[src/rtl/axi_reg_bridge.sv]
// axi_reg_bridge
//   Single-outstanding bridge from an AXI4 slave port to a 32-bit REG_BUS
//   master. Each legal AXI access (len==0, size<=2) becomes exactly one
//   REG_BUS transaction. Illegal accesses are answered with SLVERR without
//   touching the register bus; illegal writes still drain every W beat.
//
//   Ports
//     clk_i, rst_i               clock, synchronous active-high reset
//     aw_* / w_* / b_*           AXI write address, data and response channels
//     ar_* / r_*                 AXI read address and data channels
//     reg_addr_o .. reg_write_o  REG_BUS request fields
//     reg_valid_o / reg_ready_i  REG_BUS handshake
//     reg_rdata_i / reg_error_i  REG_BUS response, valid with reg_ready_i
module axi_reg_bridge #(
  parameter int unsigned AddrWidth = 32,
  parameter int unsigned DataWidth = 64,
  parameter int unsigned IdWidth   = 7,
  parameter int unsigned RegAw     = 8,
  parameter int unsigned RegDw     = 32
) (
  input  logic                   clk_i,
  input  logic                   rst_i,
  input  logic [IdWidth-1:0]     aw_id_i,
  input  logic [AddrWidth-1:0]   aw_addr_i,
  input  logic [7:0]             aw_len_i,
  input  logic [2:0]             aw_size_i,
  input  logic                   aw_valid_i,
  output logic                   aw_ready_o,
  input  logic [DataWidth-1:0]   w_data_i,
  input  logic [DataWidth/8-1:0] w_strb_i,
  input  logic                   w_last_i,
  input  logic                   w_valid_i,
  output logic                   w_ready_o,
  output logic [IdWidth-1:0]     b_id_o,
  output logic [1:0]             b_resp_o,
  output logic                   b_valid_o,
  input  logic                   b_ready_i,
  input  logic [IdWidth-1:0]     ar_id_i,
  input  logic [AddrWidth-1:0]   ar_addr_i,
  input  logic [7:0]             ar_len_i,
  input  logic [2:0]             ar_size_i,
  input  logic                   ar_valid_i,
  output logic                   ar_ready_o,
  output logic [IdWidth-1:0]     r_id_o,
  output logic [DataWidth-1:0]   r_data_o,
  output logic [1:0]             r_resp_o,
  output logic                   r_last_o,
  output logic                   r_valid_o,
  input  logic                   r_ready_i,
  output logic [RegAw-1:0]       reg_addr_o,
  output logic [RegDw-1:0]       reg_wdata_o,
  output logic [RegDw/8-1:0]     reg_wstrb_o,
  output logic                   reg_write_o,
  output logic                   reg_valid_o,
  input  logic                   reg_ready_i,
  input  logic [RegDw-1:0]       reg_rdata_i,
  input  logic                   reg_error_i
);

  localparam logic [1:0] RespOkay   = 2'b00;
  localparam logic [1:0] RespSlverr = 2'b10;

  typedef enum logic [2:0] {
    ST_IDLE  = 3'd0,
    ST_WDATA = 3'd1,
    ST_WREQ  = 3'd2,
    ST_WRESP = 3'd3,
    ST_RREQ  = 3'd4,
    ST_RRESP = 3'd5
  } state_e;

  state_e               state_q, state_d;
  logic                 wr_prio_q, wr_prio_d;   // 1: write wins a tie
  logic [IdWidth-1:0]   id_q, id_d;
  logic                 legal_q, legal_d;
  logic                 lane_hi_q, lane_hi_d;   // captured addr[2]
  logic [7:0]           beats_left_q, beats_left_d;
  logic [RegAw-1:0]     reg_addr_q, reg_addr_d;
  logic [RegDw-1:0]     reg_wdata_q, reg_wdata_d;
  logic [RegDw/8-1:0]   reg_wstrb_q, reg_wstrb_d;
  logic                 reg_write_q, reg_write_d;
  logic                 reg_valid_q, reg_valid_d;
  logic                 b_valid_q, b_valid_d;
  logic [1:0]           b_resp_q, b_resp_d;
  logic                 r_valid_q, r_valid_d;
  logic [DataWidth-1:0] r_data_q, r_data_d;
  logic [1:0]           r_resp_q, r_resp_d;
  logic                 r_last_q, r_last_d;

  logic grant_w, grant_r, idle_s;
  logic unused_bits;

  // Address bits outside the register window and the byte offset are ignored.
  assign unused_bits = ^{aw_addr_i[AddrWidth-1:RegAw], aw_addr_i[1:0],
                         ar_addr_i[AddrWidth-1:RegAw], ar_addr_i[1:0]};

  // Arbitration and AXI ready decode; only the AXI inputs and state feed these.
  always_comb begin
    idle_s     = (state_q == ST_IDLE);
    grant_w    = aw_valid_i & (~ar_valid_i | wr_prio_q);
    grant_r    = ar_valid_i & (~aw_valid_i | ~wr_prio_q);
    aw_ready_o = idle_s & grant_w;
    ar_ready_o = idle_s & grant_r;
    w_ready_o  = (state_q == ST_WDATA);
  end

  // Next-state and next-output computation for the transaction FSM.
  always_comb begin
    state_d      = state_q;
    wr_prio_d    = wr_prio_q;
    id_d         = id_q;
    legal_d      = legal_q;
    lane_hi_d    = lane_hi_q;
    beats_left_d = beats_left_q;
    reg_addr_d   = reg_addr_q;
    reg_wdata_d  = reg_wdata_q;
    reg_wstrb_d  = reg_wstrb_q;
    reg_write_d  = reg_write_q;
    reg_valid_d  = reg_valid_q;
    b_valid_d    = b_valid_q;
    b_resp_d     = b_resp_q;
    r_valid_d    = r_valid_q;
    r_data_d     = r_data_q;
    r_resp_d     = r_resp_q;
    r_last_d     = r_last_q;

    case (state_q)
      ST_IDLE: begin
        if (grant_w) begin
          // The pointer only moves when a tie was actually decided.
          if (ar_valid_i) begin
            wr_prio_d = 1'b0;
          end else begin
            wr_prio_d = wr_prio_q;
          end
          id_d       = aw_id_i;
          reg_addr_d = {aw_addr_i[RegAw-1:2], 2'b00};
          legal_d    = (aw_len_i == 8'd0) && (aw_size_i <= 3'd2);
          lane_hi_d  = aw_addr_i[2];
          state_d    = ST_WDATA;
        end else if (grant_r) begin
          if (aw_valid_i) begin
            wr_prio_d = 1'b1;
          end else begin
            wr_prio_d = wr_prio_q;
          end
          id_d       = ar_id_i;
          reg_addr_d = {ar_addr_i[RegAw-1:2], 2'b00};
          legal_d    = (ar_len_i == 8'd0) && (ar_size_i <= 3'd2);
          if ((ar_len_i == 8'd0) && (ar_size_i <= 3'd2)) begin
            reg_valid_d = 1'b1;
            reg_write_d = 1'b0;
            state_d     = ST_RREQ;
          end else begin
            // Error burst: len+1 beats of zero data, no register access.
            r_valid_d    = 1'b1;
            r_data_d     = {DataWidth{1'b0}};
            r_resp_d     = RespSlverr;
            r_last_d     = (ar_len_i == 8'd0);
            beats_left_d = ar_len_i;
            state_d      = ST_RRESP;
          end
        end else begin
          state_d = ST_IDLE;
        end
      end

      ST_WDATA: begin
        if (w_valid_i) begin
          if (legal_q) begin
            if (lane_hi_q) begin
              reg_wdata_d = w_data_i[2*RegDw-1:RegDw];
              reg_wstrb_d = w_strb_i[2*(RegDw/8)-1:RegDw/8];
            end else begin
              reg_wdata_d = w_data_i[RegDw-1:0];
              reg_wstrb_d = w_strb_i[RegDw/8-1:0];
            end
          end else begin
            reg_wdata_d = reg_wdata_q;
            reg_wstrb_d = reg_wstrb_q;
          end
          if (w_last_i) begin
            if (legal_q) begin
              reg_valid_d = 1'b1;
              reg_write_d = 1'b1;
              state_d     = ST_WREQ;
            end else begin
              b_valid_d = 1'b1;
              b_resp_d  = RespSlverr;
              state_d   = ST_WRESP;
            end
          end else begin
            state_d = ST_WDATA;
          end
        end else begin
          state_d = ST_WDATA;
        end
      end

      ST_WREQ: begin
        if (reg_ready_i) begin
          reg_valid_d = 1'b0;
          b_valid_d   = 1'b1;
          b_resp_d    = reg_error_i ? RespSlverr : RespOkay;
          state_d     = ST_WRESP;
        end else begin
          state_d = ST_WREQ;
        end
      end

      ST_WRESP: begin
        if (b_ready_i) begin
          b_valid_d = 1'b0;
          state_d   = ST_IDLE;
        end else begin
          state_d = ST_WRESP;
        end
      end

      ST_RREQ: begin
        if (reg_ready_i) begin
          reg_valid_d = 1'b0;
          r_valid_d   = 1'b1;
          r_data_d    = {reg_rdata_i, reg_rdata_i};
          r_resp_d    = reg_error_i ? RespSlverr : RespOkay;
          r_last_d    = 1'b1;
          state_d     = ST_RRESP;
        end else begin
          state_d = ST_RREQ;
        end
      end

      ST_RRESP: begin
        if (r_ready_i) begin
          if (r_last_q) begin
            r_valid_d = 1'b0;
            state_d   = ST_IDLE;
          end else begin
            beats_left_d = beats_left_q - 8'd1;
            r_last_d     = (beats_left_q == 8'd1);
            state_d      = ST_RRESP;
          end
        end else begin
          state_d = ST_RRESP;
        end
      end

      default: begin
        state_d = ST_IDLE;
      end
    endcase
  end

  // State and output registers; reset abandons any transaction in flight.
  always_ff @(posedge clk_i) begin
    if (rst_i) begin
      state_q      <= ST_IDLE;
      wr_prio_q    <= 1'b1;
      id_q         <= {IdWidth{1'b0}};
      legal_q      <= 1'b0;
      lane_hi_q    <= 1'b0;
      beats_left_q <= 8'd0;
      reg_addr_q   <= {RegAw{1'b0}};
      reg_wdata_q  <= {RegDw{1'b0}};
      reg_wstrb_q  <= {(RegDw/8){1'b0}};
      reg_write_q  <= 1'b0;
      reg_valid_q  <= 1'b0;
      b_valid_q    <= 1'b0;
      b_resp_q     <= 2'b00;
      r_valid_q    <= 1'b0;
      r_data_q     <= {DataWidth{1'b0}};
      r_resp_q     <= 2'b00;
      r_last_q     <= 1'b0;
    end else begin
      state_q      <= state_d;
      wr_prio_q    <= wr_prio_d;
      id_q         <= id_d;
      legal_q      <= legal_d;
      lane_hi_q    <= lane_hi_d;
      beats_left_q <= beats_left_d;
      reg_addr_q   <= reg_addr_d;
      reg_wdata_q  <= reg_wdata_d;
      reg_wstrb_q  <= reg_wstrb_d;
      reg_write_q  <= reg_write_d;
      reg_valid_q  <= reg_valid_d;
      b_valid_q    <= b_valid_d;
      b_resp_q     <= b_resp_d;
      r_valid_q    <= r_valid_d;
      r_data_q     <= r_data_d;
      r_resp_q     <= r_resp_d;
      r_last_q     <= r_last_d;
    end
  end

  assign b_id_o      = id_q;
  assign b_resp_o    = b_resp_q;
  assign b_valid_o   = b_valid_q;
  assign r_id_o      = id_q;
  assign r_data_o    = r_data_q;
  assign r_resp_o    = r_resp_q;
  assign r_last_o    = r_last_q;
  assign r_valid_o   = r_valid_q;
  assign reg_addr_o  = reg_addr_q;
  assign reg_wdata_o = reg_wdata_q;
  assign reg_wstrb_o = reg_wstrb_q;
  assign reg_write_o = reg_write_q;
  assign reg_valid_o = reg_valid_q;

endmodule

[config.mk]
export PLATFORM = sky130hd
export DESIGN_NAME = axi_reg_bridge
export DESIGN_NICKNAME = d
export VERILOG_FILES = /design/src/rtl/axi_reg_bridge.sv
export SDC_FILE = /design/constraint.sdc
export NUM_CORES = 1
export LEC_CHECK = 0
export CAP_MARGIN = 30
export CORE_AREA = 8 8 129 131
export CTS_BUF_LIST = sky130_fd_sc_hd__clkbuf_8
export CTS_CLUSTER_DIAMETER = 80
export DETAILED_ROUTE_END_ITERATION = 12
export DIE_AREA = 0 0 137 139
export PLACE_DENSITY = 0.82
export SETUP_SLACK_MARGIN = 0.2
export SLEW_MARGIN = 20
export SYNTH_ARGS = -nofsm -noshare
export SYNTH_HDL_FRONTEND = slang
export SYNTH_SLANG_ARGS = --single-unit
[constraint.sdc]
create_clock -name clk_i -period 4.45 [get_ports clk_i]
set_input_delay 1.335 -clock clk_i [delete_from_list [all_inputs] [get_ports clk_i]]
set_output_delay 1.335 -clock clk_i [all_outputs]
set_load 0.05 [all_outputs]
After elaboration in Yosys (flattened, before gate mapping)
Cells that the tools add are included.
Widths: inputs -> output; s select.

word-level totals
  input bits = 214
  register bits after elaboration = 138

cells by class
  reductions and logical operators = 27
  bitwise logic cells = 9
  muxes and demuxes = 75
  $lt $le $gt $ge = 2
  equal/unequal tests = 22
  add/sub/neg operators = 1

operators by type and width
  kind                 count
  $mux 64              4
  $pmux 64 s2          1
  $mux 8               7
  $mux 1               35
  $mux 32              1
  $ne 2x2->1 const B   13
  $mux 2               9
  $mux 3               6
  $pmux 3 s6           1
  $reduce_and 6->1     3
  $logic_not 8->1      2
  $pmux 8 s2           1
  $mux 7               2
  $reduce_and 7->1     2
  $pmux 1 s3           4
  $reduce_bool 2->1    6
  $reduce_and 5->1     2
  $reduce_bool 3->1    3
  $eq 8x1->1 const B   1
  $pmux 2 s2           2
  $reduce_and 8->1     1
  $sub 8x1->8 const B  1
  $eq 3x2->1 const B   2
  $eq 3x3->1 const B   2
  14 further kinds     25

Longest topological paths before layout
  word-level depth = 6
  depth in mapped cells = 7

Worst setup path before layout
No wires, ideal clock.

  path kind = in2out
  start = input port aw_valid_i
  end = output port aw_ready_o
  path buffers = 2
  cell stages on the path = 4
  path slack = 0.451 ns
  data arrival time = 2.664 ns
  required time = 3.115 ns
  path through = clkbuf_1 > nand2_1 > clkbuf_1 > nor2_1

on the way
  cells in the longest elaborated chain, start to end = 2

RTL lines
  item         line  source
  from (decl)  27    input logic aw_valid_i,
  $and 1x1->1  100   grant_w = aw_valid_i & (~ar_valid_i | wr_prio_q);
  $and 1x1->1  102   aw_ready_o = idle_s & grant_w;
  to (decl)    28    output logic aw_ready_o,

Every way passes these cells.

Worst setup path in the final report
  start = input port ar_valid_i
  end = output port ar_ready_o

on the way
  cells in the longest elaborated chain, start to end = 2

RTL lines
  item         line  source
  from (decl)  42    input logic ar_valid_i,
  $and 1x1->1  101   grant_r = ar_valid_i & (~aw_valid_i | ~wr_prio_q);
  $and 1x1->1  103   ar_ready_o = idle_s & grant_r;
  to (decl)    43    output logic ar_ready_o,

Every way passes these cells.

==> flow_metrics.env <==
export IMPL_layout_setup_ws_ps=575.3
export IMPL_die_area_um2=19040
export IMPL_leakage_nw=2.941
export IMPL_wl_per_cell_um=17.55
export IMPL_r2r_start="state_q[0]"
export IMPL_clk_pin_slew_ps=90
export IMPL_fin_area_um2=8252
export IMPL_cts_sinks=102
export IMPL_fp_dieH_um=139
export IMPL_peakVddDrop_mv=0.1895
export IMPL_hpwl_um=13760
export IMPL_grt_pass1_vias=5166
export IMPL_grt_max_degree=73
export IMPL_crit_fanout=5
export IMPL_holdCritStartpoint="r_resp_o[1]"
export IMPL_synth_main_ff_cell="dfxtp_1"
export IMPL_wl_um=17860
export IMPL_rsz0062_at_grt="no"
export IMPL_maxSlewHeadroom=0.3911
export IMPL_finalSetupViolCount=0
export IMPL_areaGrowthSynthToFinish_pct=53.23
export IMPL_fin_crit_sh=0.8707
export IMPL_slowest_delay_ps=530
export IMPL_cts_setup_buffers=0
export IMPL_fin_cells=1018
export IMPL_synth_area_um2=5385
export IMPL_place_congestion=0.8397
export IMPL_dpl_cell_area_um2=8073
export IMPL_cts_hold_buf=0
export IMPL_whs_endpoint="r_resp_o[1]"
export IMPL_final_layout_size_suffix_gt1_frac=0.09518
export IMPL_max_freq_mhz=258.1
export IMPL_ys_seq_area_frac=0.3792
export IMPL_async_flop_share=0
export IMPL_htree_levels=3
export IMPL_cts_buffers=9
export IMPL_hold_depth=2
export IMPL_cts_tree="done"
export IMPL_maxSlewViolCount=0
export IMPL_setup_tns_ps=0
export IMPL_worst_r2r_path_depth=6
export IMPL_fin_skew_ps=15.97
export IMPL_multiInputGateArea_um2=2745
export IMPL_critPathLaunch="ar_valid_i"
export IMPL_n_fill_cell=1343
export IMPL_row_count=45
export IMPL_grt_pass1_wl_um=27520
export IMPL_fin_nets=1041
export IMPL_via_per_inst=5.062
export IMPL_final_common_cell="clkdlybuf4s50_1"
export IMPL_antenna_found_initial=0
export IMPL_portBuffers=291
export IMPL_cts_resized_gates=0
export IMPL_placed_cells=1002
export IMPL_layout_common_cells="288 x clkdlybuf4s50_1, 101 x dfxtp_1, 88 x nand2_1"
export IMPL_syn_inst=599
export IMPL_first_pass_iters=4
export IMPL_grt_usage=0.1789
export IMPL_critical_path_class="primary input to primary output"
export IMPL_status="finished clean"
export IMPL_worst_setup_path_end_kind="primary output"
export IMPL_drc_errors=0
export IMPL_pre_cts_ws_ps=568.6
export IMPL_drv_cap=0
export IMPL_yosys_register_bits=102
export IMPL_rr_endpoint="reg_wdata_o[5]"
export IMPL_syn_avg_cell_area_um2=8.990
export IMPL_cts_buffer_depth=2
export IMPL_detail_route_antenna_nets=0
export IMPL_cts_root_buf="clkbuf_8"
export IMPL_cp_slowest_cell="clkdlybuf4s50_1"
export IMPL_io_pins=348
export IMPL_tightest_slew_ps=913.4
export IMPL_ff2ff_setup_slack_ps=1940
export IMPL_ys_types=64
export IMPL_grt_ovfl_total=0
export IMPL_ys_warn_count=0
export IMPL_fp_dieW_um=137
export IMPL_cp_start_kind="primary input"
export IMPL_worstPathCellList="clkdlybuf4s50_1 > a21bo_2 > nor2_1 > buf_12"
export IMPL_hp_class="flop to flop"
export IMPL_initial_utilization=0.3651
export IMPL_fin_crit_ps=3875
export IMPL_synth_edff_count=0
export IMPL_p_per_area_nw_per_um2=382.7
export IMPL_arrival_ps=2540
export IMPL_area_sequential_um2=2043
export IMPL_vias=5153
export IMPL_design_core_area_um2=14750
export IMPL_clk_latency_ps=380
export IMPL_hold_viol=0
export IMPL_required_ps=3120
export IMPL_drtIter0Drc=312
export IMPL_antenna_cells=0
==> stage by stage <==
stage	util	hold WS [ps]	power, mW
2_1_floorplan	-	435.5	2.165
3_3_place_gp	0.5472	447.1	2.608
3_5_place_dp	0.5472	465.3	2.624
4_1_cts	0.5594	480.1	3.186
5_1_grt	0.5594	499.2	3.335
6_report	0.5594	474.4	3.158
==> how the worst max path moves through the flow <==
stage / to / slack [ps] / cells past startpoint
after floorplan: aw_ready_o / 450 / 4
after global placement: ar_ready_o / 590 / 4
after detailed placement: ar_ready_o / 570 / 4
after CTS: ar_ready_o / 570 / 4
after global routing: ar_ready_o / 500 / 4
final: ar_ready_o / 580 / 4
==> cell type report <==
cell class / count / area share
timing repair buffer: 300 / 0.3645
clock buffer: 9 / 0.01501
inverter: 11 / 0.005004
clock inverter: 7 / 0.006672
sequential: 102 / 0.2476
tap: 188 / 0.02851
multi-input combinational: 401 / 0.3327
==> critical path, delay by kind of cell <==
| family | cells | cell delay [ps] |
|---|---|---|
| buffers and inverters | 2 | 710 |
| AO/OA/AOI/OAI | 1 | 280 |
| AND/OR/NAND/NOR | 1 | 220 |
==> cell families (layout without fill, tap and decap cells) <==
kind of cell             count (synthesis)  after routing  synth area share
XOR/XNOR                                 1              1          0.001627
AND/OR/NAND/NOR                        211            211            0.1808
other                                    1              4         0.0006964
flip-flops                             102            102            0.3792
multiplexers                            70             70            0.1301
buffers and inverters                   99            327            0.1155
adder cells (fa/ha/maj)                  3              3          0.006505
AO/OA/AOI/OAI                          112            112            0.1856
==> registers in the layout, indices dropped and copies added, names as in the netlist <==
name          count
b_id_o            7
b_resp_o          1
b_valid_o         1
beats_left_q      8
lane_hi_q         1
legal_q           1
r_data_o         32
r_last_o          1
r_resp_o          1
r_valid_o         1
reg_addr_o        6
reg_valid_o       1
reg_wdata_o      32
reg_write_o       1
reg_wstrb_o       4
state_q           3
wr_prio_q         1
==> metal layers <==
| layer | wire, um | part of all wire | vias up | global-route usage |
|---|---|---|---|---|
| li1 | - | - | 2541 | - |
| met1 | 6930 | 0.39 | 2377 | 0.1957 |
| met2 | 8766 | 0.49 | 215 | 0.3106 |
| met3 | 1860 | 0.10 | 20 | 0.06341 |
| met4 | 303 | 0.017 | 0 | 0.06064 |
| met5 | 0 | 0 | - | 0 |
==> power by group <==
part / internal, mW / total (mW) / switching (mW)
Sequential: 1.02 / 1.12 / 0.103
Clock: 0.210 / 0.554 / 0.344
Combinational: 0.587 / 1.48 / 0.893
Total: 1.82 / 3.16 / 1.34
==> synth_stat cells, drive strengths merged, types with 5 or more instances <==
cell    number  area [um^2]
nand4        6        43.79
a211oi      38        455.4
a21oi       20        103.9
inv         10        37.53
nand3       16        80.08
nor2        60        232.7
nand2b       6        37.54
mux2i       70        700.7
nand2       88        330.3
a311oi      13        113.9
nor4        10        75.07
o21ai        5        25.02
nor3         7        40.04
buf         67        500.5
clkbuf      21        80.07
o31ai        5        37.54
dfxtp      102         2042
Note: power is estimated with default switching activity, not from simulation.
